==> config.mk <==
export PLATFORM = sky130hd
export DESIGN_NAME = sm_config_loader
export DESIGN_NICKNAME = d
export VERILOG_FILES = /design/src/rtl/sm_cfg_pkg.sv /design/src/rtl/sm_cfg_index_counter.sv /design/src/rtl/sm_config_loader.sv
export SDC_FILE = /design/constraint.sdc
export NUM_CORES = 1
export LEC_CHECK = 0
export CORE_AREA = 4 4 146 120
export CTS_CLUSTER_DIAMETER = 100
export DETAILED_ROUTE_END_ITERATION = 7
export DIE_AREA = 0 0 150 124
export PLACE_DENSITY = 0.62
export SYNTH_ARGS = -nofsm -noshare
export SYNTH_HDL_FRONTEND = slang
export SYNTH_HIERARCHICAL = 1
export SYNTH_SLANG_ARGS = --single-unit
==> constraint.sdc <==
create_clock -name clk -period 4.9 [get_ports clk]
set_input_delay 1.225 -clock clk [delete_from_list [all_inputs] [get_ports clk]]
set_output_delay 1.225 -clock clk [all_outputs]
set_load 0.02 [all_outputs]
==> src/rtl/sm_cfg_pkg.sv <==
// sm_cfg_pkg: register map, AXI response codes, write FSM states and index-width helper for the config loader.
package sm_cfg_pkg;
  localparam logic [1:0] REG_CTRL      = 2'd0;
  localparam logic [1:0] REG_MATRIX    = 2'd1;
  localparam logic [1:0] REG_SIGNATURE = 2'd2;
  localparam logic [1:0] REG_STATUS    = 2'd3;
  localparam logic [1:0] RESP_OKAY     = 2'b00;
  localparam logic [1:0] RESP_SLVERR   = 2'b10;
  typedef enum logic [1:0] {W_IDLE, W_GOT_AW, W_GOT_W, W_RESP} w_state_t;
  function automatic int idx_width(input int n);
    return n > 1 ? $clog2(n) : 1;
  endfunction
endpackage

==> src/rtl/sm_cfg_index_counter.sv <==
// sm_cfg_index_counter: write index that counts to LIMIT, wraps to 0 and latches a loaded flag.
module sm_cfg_index_counter
  import sm_cfg_pkg::*;
#(
  parameter int LIMIT = 16
) (
  input  logic                         clk,
  input  logic                         reset,
  input  logic                         clear,
  input  logic                         inc,
  output logic [idx_width(LIMIT)-1:0]  cnt,
  output logic                         loaded
);
  localparam int W = idx_width(LIMIT);
  logic last;
  assign last = cnt == W'(LIMIT - 1);
  always_ff @(posedge clk) begin
    if (reset || clear) begin
      cnt    <= '0;
      loaded <= 1'b0;
    end else if (inc && !loaded) begin
      cnt    <= last ? '0 : cnt + W'(1);
      loaded <= last;
    end
  end
endmodule

==> src/rtl/sm_config_loader.sv <==
// sm_config_loader: AXI4-Lite slave streaming signature/matrix words into indexed memory strobes and gating core enable.
module sm_config_loader
  import sm_cfg_pkg::*;
#(
  parameter int NUM_BANDS              = 16,
  parameter int CORRELATION_DATA_WIDTH = 32,
  parameter int C_S_AXI_ADDR_WIDTH     = 4
) (
  input  logic                                        clk,
  input  logic                                        reset,
  input  logic [C_S_AXI_ADDR_WIDTH-1:0]               s_axi_awaddr,
  input  logic                                        s_axi_awvalid,
  output logic                                        s_axi_awready,
  input  logic [31:0]                                 s_axi_wdata,
  input  logic                                        s_axi_wvalid,
  output logic                                        s_axi_wready,
  output logic [1:0]                                  s_axi_bresp,
  output logic                                        s_axi_bvalid,
  input  logic                                        s_axi_bready,
  input  logic [C_S_AXI_ADDR_WIDTH-1:0]               s_axi_araddr,
  input  logic                                        s_axi_arvalid,
  output logic                                        s_axi_arready,
  output logic [31:0]                                 s_axi_rdata,
  output logic [1:0]                                  s_axi_rresp,
  output logic                                        s_axi_rvalid,
  input  logic                                        s_axi_rready,
  output logic                                        sig_wr_en,
  output logic [idx_width(NUM_BANDS)-1:0]             sig_wr_addr,
  output logic                                        mat_wr_en,
  output logic [idx_width(NUM_BANDS*NUM_BANDS)-1:0]   mat_wr_addr,
  output logic [CORRELATION_DATA_WIDTH-1:0]           cfg_wr_data,
  output logic                                        core_enable
);
  localparam int SW = idx_width(NUM_BANDS);
  localparam int MW = idx_width(NUM_BANDS * NUM_BANDS);
  w_state_t state, state_n;
  logic rdy_en;
  logic [1:0] aw_q, addr;
  logic [31:0] w_q, data, rd_val;
  logic aw_hs, w_hs, ar_hs, fire, ctrl_wr, clr, sig_go, mat_go;
  logic [1:0] resp_n;
  logic [SW-1:0] sig_cnt;
  logic [MW-1:0] mat_cnt;
  logic sig_loaded, mat_loaded;
  logic unused_addr;
  assign unused_addr = ^{s_axi_awaddr, s_axi_araddr};
  // readies stay low while reset is held, then open on the first cycle out of reset
  assign s_axi_awready = rdy_en && (state == W_IDLE || state == W_GOT_W);
  assign s_axi_wready  = rdy_en && (state == W_IDLE || state == W_GOT_AW);
  assign s_axi_bvalid  = state == W_RESP;
  assign s_axi_arready = rdy_en && !s_axi_rvalid;
  assign s_axi_rresp   = RESP_OKAY;
  assign aw_hs = s_axi_awvalid && s_axi_awready;
  assign w_hs  = s_axi_wvalid && s_axi_wready;
  assign ar_hs = s_axi_arvalid && s_axi_arready;
  always_comb begin
    addr    = aw_hs ? s_axi_awaddr[3:2] : aw_q;
    data    = w_hs ? s_axi_wdata : w_q;
    fire    = (aw_hs || state == W_GOT_AW) && (w_hs || state == W_GOT_W);
    ctrl_wr = fire && addr == REG_CTRL;
    clr     = ctrl_wr && data[1];
    sig_go  = fire && addr == REG_SIGNATURE && !sig_loaded;
    mat_go  = fire && addr == REG_MATRIX && !mat_loaded;
    resp_n  = (addr == REG_STATUS || (addr == REG_SIGNATURE && sig_loaded) || (addr == REG_MATRIX && mat_loaded) ||
               (addr == REG_CTRL && data[1:0] == 2'b01 && !(sig_loaded && mat_loaded))) ? RESP_SLVERR : RESP_OKAY;
    state_n = fire ? W_RESP :
              (state == W_IDLE && aw_hs) ? W_GOT_AW :
              (state == W_IDLE && w_hs) ? W_GOT_W :
              (state == W_RESP && s_axi_bready) ? W_IDLE : state;
    rd_val  = s_axi_araddr[3:2] == REG_CTRL ? {31'b0, core_enable} :
              s_axi_araddr[3:2] == REG_STATUS ? {5'b0, core_enable, mat_loaded, sig_loaded, 16'(mat_cnt), 8'(sig_cnt)} : 32'b0;
  end
  always_ff @(posedge clk) begin
    if (reset) state <= W_IDLE;
    else state <= state_n;
  end
  always_ff @(posedge clk) begin
    if (reset) begin
      rdy_en       <= 1'b0;
      aw_q         <= '0;
      w_q          <= '0;
      s_axi_bresp  <= RESP_OKAY;
      sig_wr_en    <= 1'b0;
      sig_wr_addr  <= '0;
      mat_wr_en    <= 1'b0;
      mat_wr_addr  <= '0;
      cfg_wr_data  <= '0;
      core_enable  <= 1'b0;
      s_axi_rvalid <= 1'b0;
      s_axi_rdata  <= '0;
    end else begin
      rdy_en    <= 1'b1;
      sig_wr_en <= sig_go;
      mat_wr_en <= mat_go;
      if (aw_hs) aw_q <= s_axi_awaddr[3:2];
      if (w_hs) w_q <= s_axi_wdata;
      if (sig_go) sig_wr_addr <= sig_cnt;
      if (mat_go) mat_wr_addr <= mat_cnt;
      if (sig_go || mat_go) cfg_wr_data <= data[CORRELATION_DATA_WIDTH-1:0];
      if (fire) s_axi_bresp <= resp_n;
      if (clr) core_enable <= 1'b0;
      else if (ctrl_wr) core_enable <= data[0] && sig_loaded && mat_loaded;
      if (ar_hs) begin
        s_axi_rvalid <= 1'b1;
        s_axi_rdata  <= rd_val;
      end else if (s_axi_rready) s_axi_rvalid <= 1'b0;
    end
  end
  sm_cfg_index_counter #(.LIMIT(NUM_BANDS)) u_sig_cnt (
    .clk(clk), .reset(reset), .clear(clr), .inc(sig_go), .cnt(sig_cnt), .loaded(sig_loaded)
  );
  sm_cfg_index_counter #(.LIMIT(NUM_BANDS * NUM_BANDS)) u_mat_cnt (
    .clk(clk), .reset(reset), .clear(clr), .inc(mat_go), .cnt(mat_cnt), .loaded(mat_loaded)
  );
endmodule

==> key figures <==
Critical path
  – Reg2reg start: rdy_en
  – Crit Path Max Fanout: 10
  – Depth of the most critical reg-to-reg path: 6
  – Req. time, crit path: 5.18 ns
  – Worst r2r dst: u_mat_cnt/cnt[0]
  – WS Path Type: in2reg
  – FF-to-FF setup slack: 2.08 ns
  – Critical Path AT: 3.86 ns
  – Critical path capture point type: flip-flop
  – Startpoint types: input port

Logic synthesis
  – Sequential area share after synthesis: 48.3%
  – Synthesized area: 4770 µm²
  – Synth top area share: 48.3%
  – Largest area contributor in the netlist: dfxtp_1
  – #FFs+latches synth: 115
  – Cell variety after synth: 48
  – Syn_area_per_cell: 9.20 µm²
  – Area contributors post-synth: dfxtp_1, mux2_2, nand2_1
  – Synth warn: 6
  – Post-synth EDFFs: 0
  – Share of synthesized flip-flops with an asynchronous set or reset: 0%
  – Post-Syn Instances: 518
  – Top FF cell, synth: dfxtp_1

Route
  – DRT iter0 DRCs: 164
  – Detail Route Antenna Nets: 0
  – WL final: 12200 µm
  – DRC Markers: 0
  – First-pass DRT Iterations: 4
  – Via density: 4.58
  – Vias: 3904
  – Detailed-route wire length per cell: 14.3 µm

Timing
  – Setup TNS Final: 0 ns
  – Slew Viols, Final: 0
  – Final min period: 3.58 ns
  – Max_slew headroom: 49.7%
  – Slew @ Worst Pin: 0.755 ns
  – RSZ-0062 raised after global routing: false
  – # setup viols final: 0
  – Final worst slack: 1.32 ns
  – Final Cycle Share: 73.0%
  – Fin. Hold Viols: 0
  – Fmax: 0.280 GHz
  – Final Skew: 0.00830 ns

Clock network
  – Clk pin slew, worst setup/hold paths: 0.05 ns
  – CTS tree: built
  – Clock Latency Late Sink: 0.41 ns
  – CTS Hold Buffers Added: 0
  – CTS Buffer Depth: 2
  – CTS buffer count: 17
  – H-tree levels: 4
  – Post-cts repair resize count: 0
  – CTS root buffer: clkbuf_16
  – Total clock sinks: 115
  – Post-CTS Setup Bufs: 0

Final layout
  – Most common cell after layout, fill and taps aside: dfxtp_1
  – Filler instances: 1641
  – Syn-to-layout area delta: 38.4%
  – Final instance area: 6590 µm²
  – Ant. Diodes: 0
  – Multi-input gate area in the final layout: 2230 µm²
  – NumNets Final: 669
  – Final core utilization: 40.7%
  – Reg area: 2300 µm²
  – Share of cells above drive strength 1: 11.5%
  – Most frequent cells in the layout: dfxtp_1, clkdlybuf4s50_1, nand2_1

Min path
  – Worst-case hold path end point: w_q[16]
  – HP Start: w_q[16]
  – Hold depth: 2
  – Worst hold path type: reg2reg

Placed design
  – IO buf count: 110
  – GPL Wtd Cong: 0.755
  – Pre-CTS WS: 0.942 ns
  – DP Wirelength: 8400 µm
  – Dpl cell area: 5940 µm²

Power
  – Pwr Density: 381 nW/µm²
  – Worst VDD drop: 0.254 mV
  – P_leak: 0.00244 µW

Die
  – Placement Rows: 42
  – Die Wd: 150 µm
  – Io pins: 135
  – Initial Utilization: 29.4%
  – CORE AREA: 16200 µm²
  – Die area: 18600 µm²
  – Die height: 124 µm

Status
  – Outcome: completed

Global route
  – First-pass GRT wire length: 19400 µm
  – Initial antenna violation count: 0
  – Largest net degree at the start of global routing: 75
  – Number of global-route vias before repair: 3818
  – Total gr overflow: 0
  – Total Routing Usage GR: 13.4%

Job
  – Count of max-cap constraint violations: 0
kinds of logic (layout without fill, tap and decap cells):
group,Yosys count,after routing,share of synthesized area (%)
muxes,46,46,10.6
xor gates and xnor gates,3,3,0.551
other,1,20,0.0787
adders and majority gates,2,2,0.525
and+or+nand+nor,208,208,22.7
AOI/OAI and AO/OA,91,91,10.9
DFF,115,115,48.3
buffers and inverters,52,148,6.38
through the flow:
step | hold slack (ns) | power [µW] | cells
after CTS | 0.456 | 2550 | 853
final | 0.454 | 2510 | 853
after global routing | 0.478 | 2610 | 853
after global placement | 0.442 | 1160 | 821
after floorplan | 0.435 | 1100 | 537
after detailed placement | 0.449 | 1160 | 821
metal layers:
| layer | wire length (µm) | GRT usage [%] |
|---|---|---|
| met5 | 0 | 0 |
| met4 | 204 | 5.94 |
| met3 | 685 | 4.26 |
| met2 | 5700 | 20.5 |
| met1 | 5610 | 17.3 |
worst max-delay path by stage:
stage	start	to	slack [ns]	depth (start not counted)
6_report	s_axi_awvalid	u_mat_cnt/cnt[0]	1.32	7
5_1_grt	s_axi_awvalid	u_mat_cnt/cnt[5]	1.13	7
4_1_cts	s_axi_awvalid	u_mat_cnt/cnt[0]	1.36	7
3_5_place_dp	s_axi_awvalid	u_mat_cnt/cnt[0]	0.94	7
3_3_place_gp	s_axi_awvalid	u_mat_cnt/cnt[0]	1.06	7
2_1_floorplan	s_axi_awvalid	u_mat_cnt/cnt[7]	1.92	7
registers in the layout, indices dropped and copies added (netlist names):
signal / flops
sig_wr_addr: 4
u_mat_cnt/cnt: 8
rdy_en: 1
w_q: 32
u_mat_cnt/loaded: 1
aw_q: 2
u_sig_cnt/loaded: 1
mat_wr_en: 1
s_axi_rvalid: 1
s_axi_bresp: 1
sig_wr_en: 1
u_sig_cnt/cnt: 4
core_enable: 1
s_axi_rdata: 15
state: 2
cfg_wr_data: 32
mat_wr_addr: 8
area by class of cell:
class | count | area share (%)
multi-input cells | 370 | 33.8
inverters | 3 | 0.171
clock buffers | 24 | 7.31
well taps | 220 | 4.17
clock inverters | 8 | 2.60
repair buffers | 113 | 17.0
flip-flops and latches | 115 | 34.9
critical path, stage by stage:
cell,delay (ns)
clkdlybuf4s50_1,0.55
nor2_1,0.12
or4_1,0.66
nor2_1,0.36
nand4b_1,0.34
o31ai_1,0.50
nor2_1,0.09
synth_stat cells, drive strengths merged, types with 2 or more instances:
library cell	number
o221ai	2
or4	3
xor2	2
nor3	9
nor2	15
o31ai	2
o21ai	15
nand3	24
or3	4
nand2	92
buf	31
nand2b	5
nor2b	36
a41oi	2
a211oi	3
mux2	34
nand3b	6
inv	3
mux2i	12
nor3b	4
a21oi	60
a31oi	2
dfxtp	115
ha	2
and2	4
clkbuf	18
report_power, final:
group	switching, µW	internal, µW
registers	11.4	957
logic	102	72.8
clock network	426	944
total	540	1970
Power figures use the tool's default switching activity.
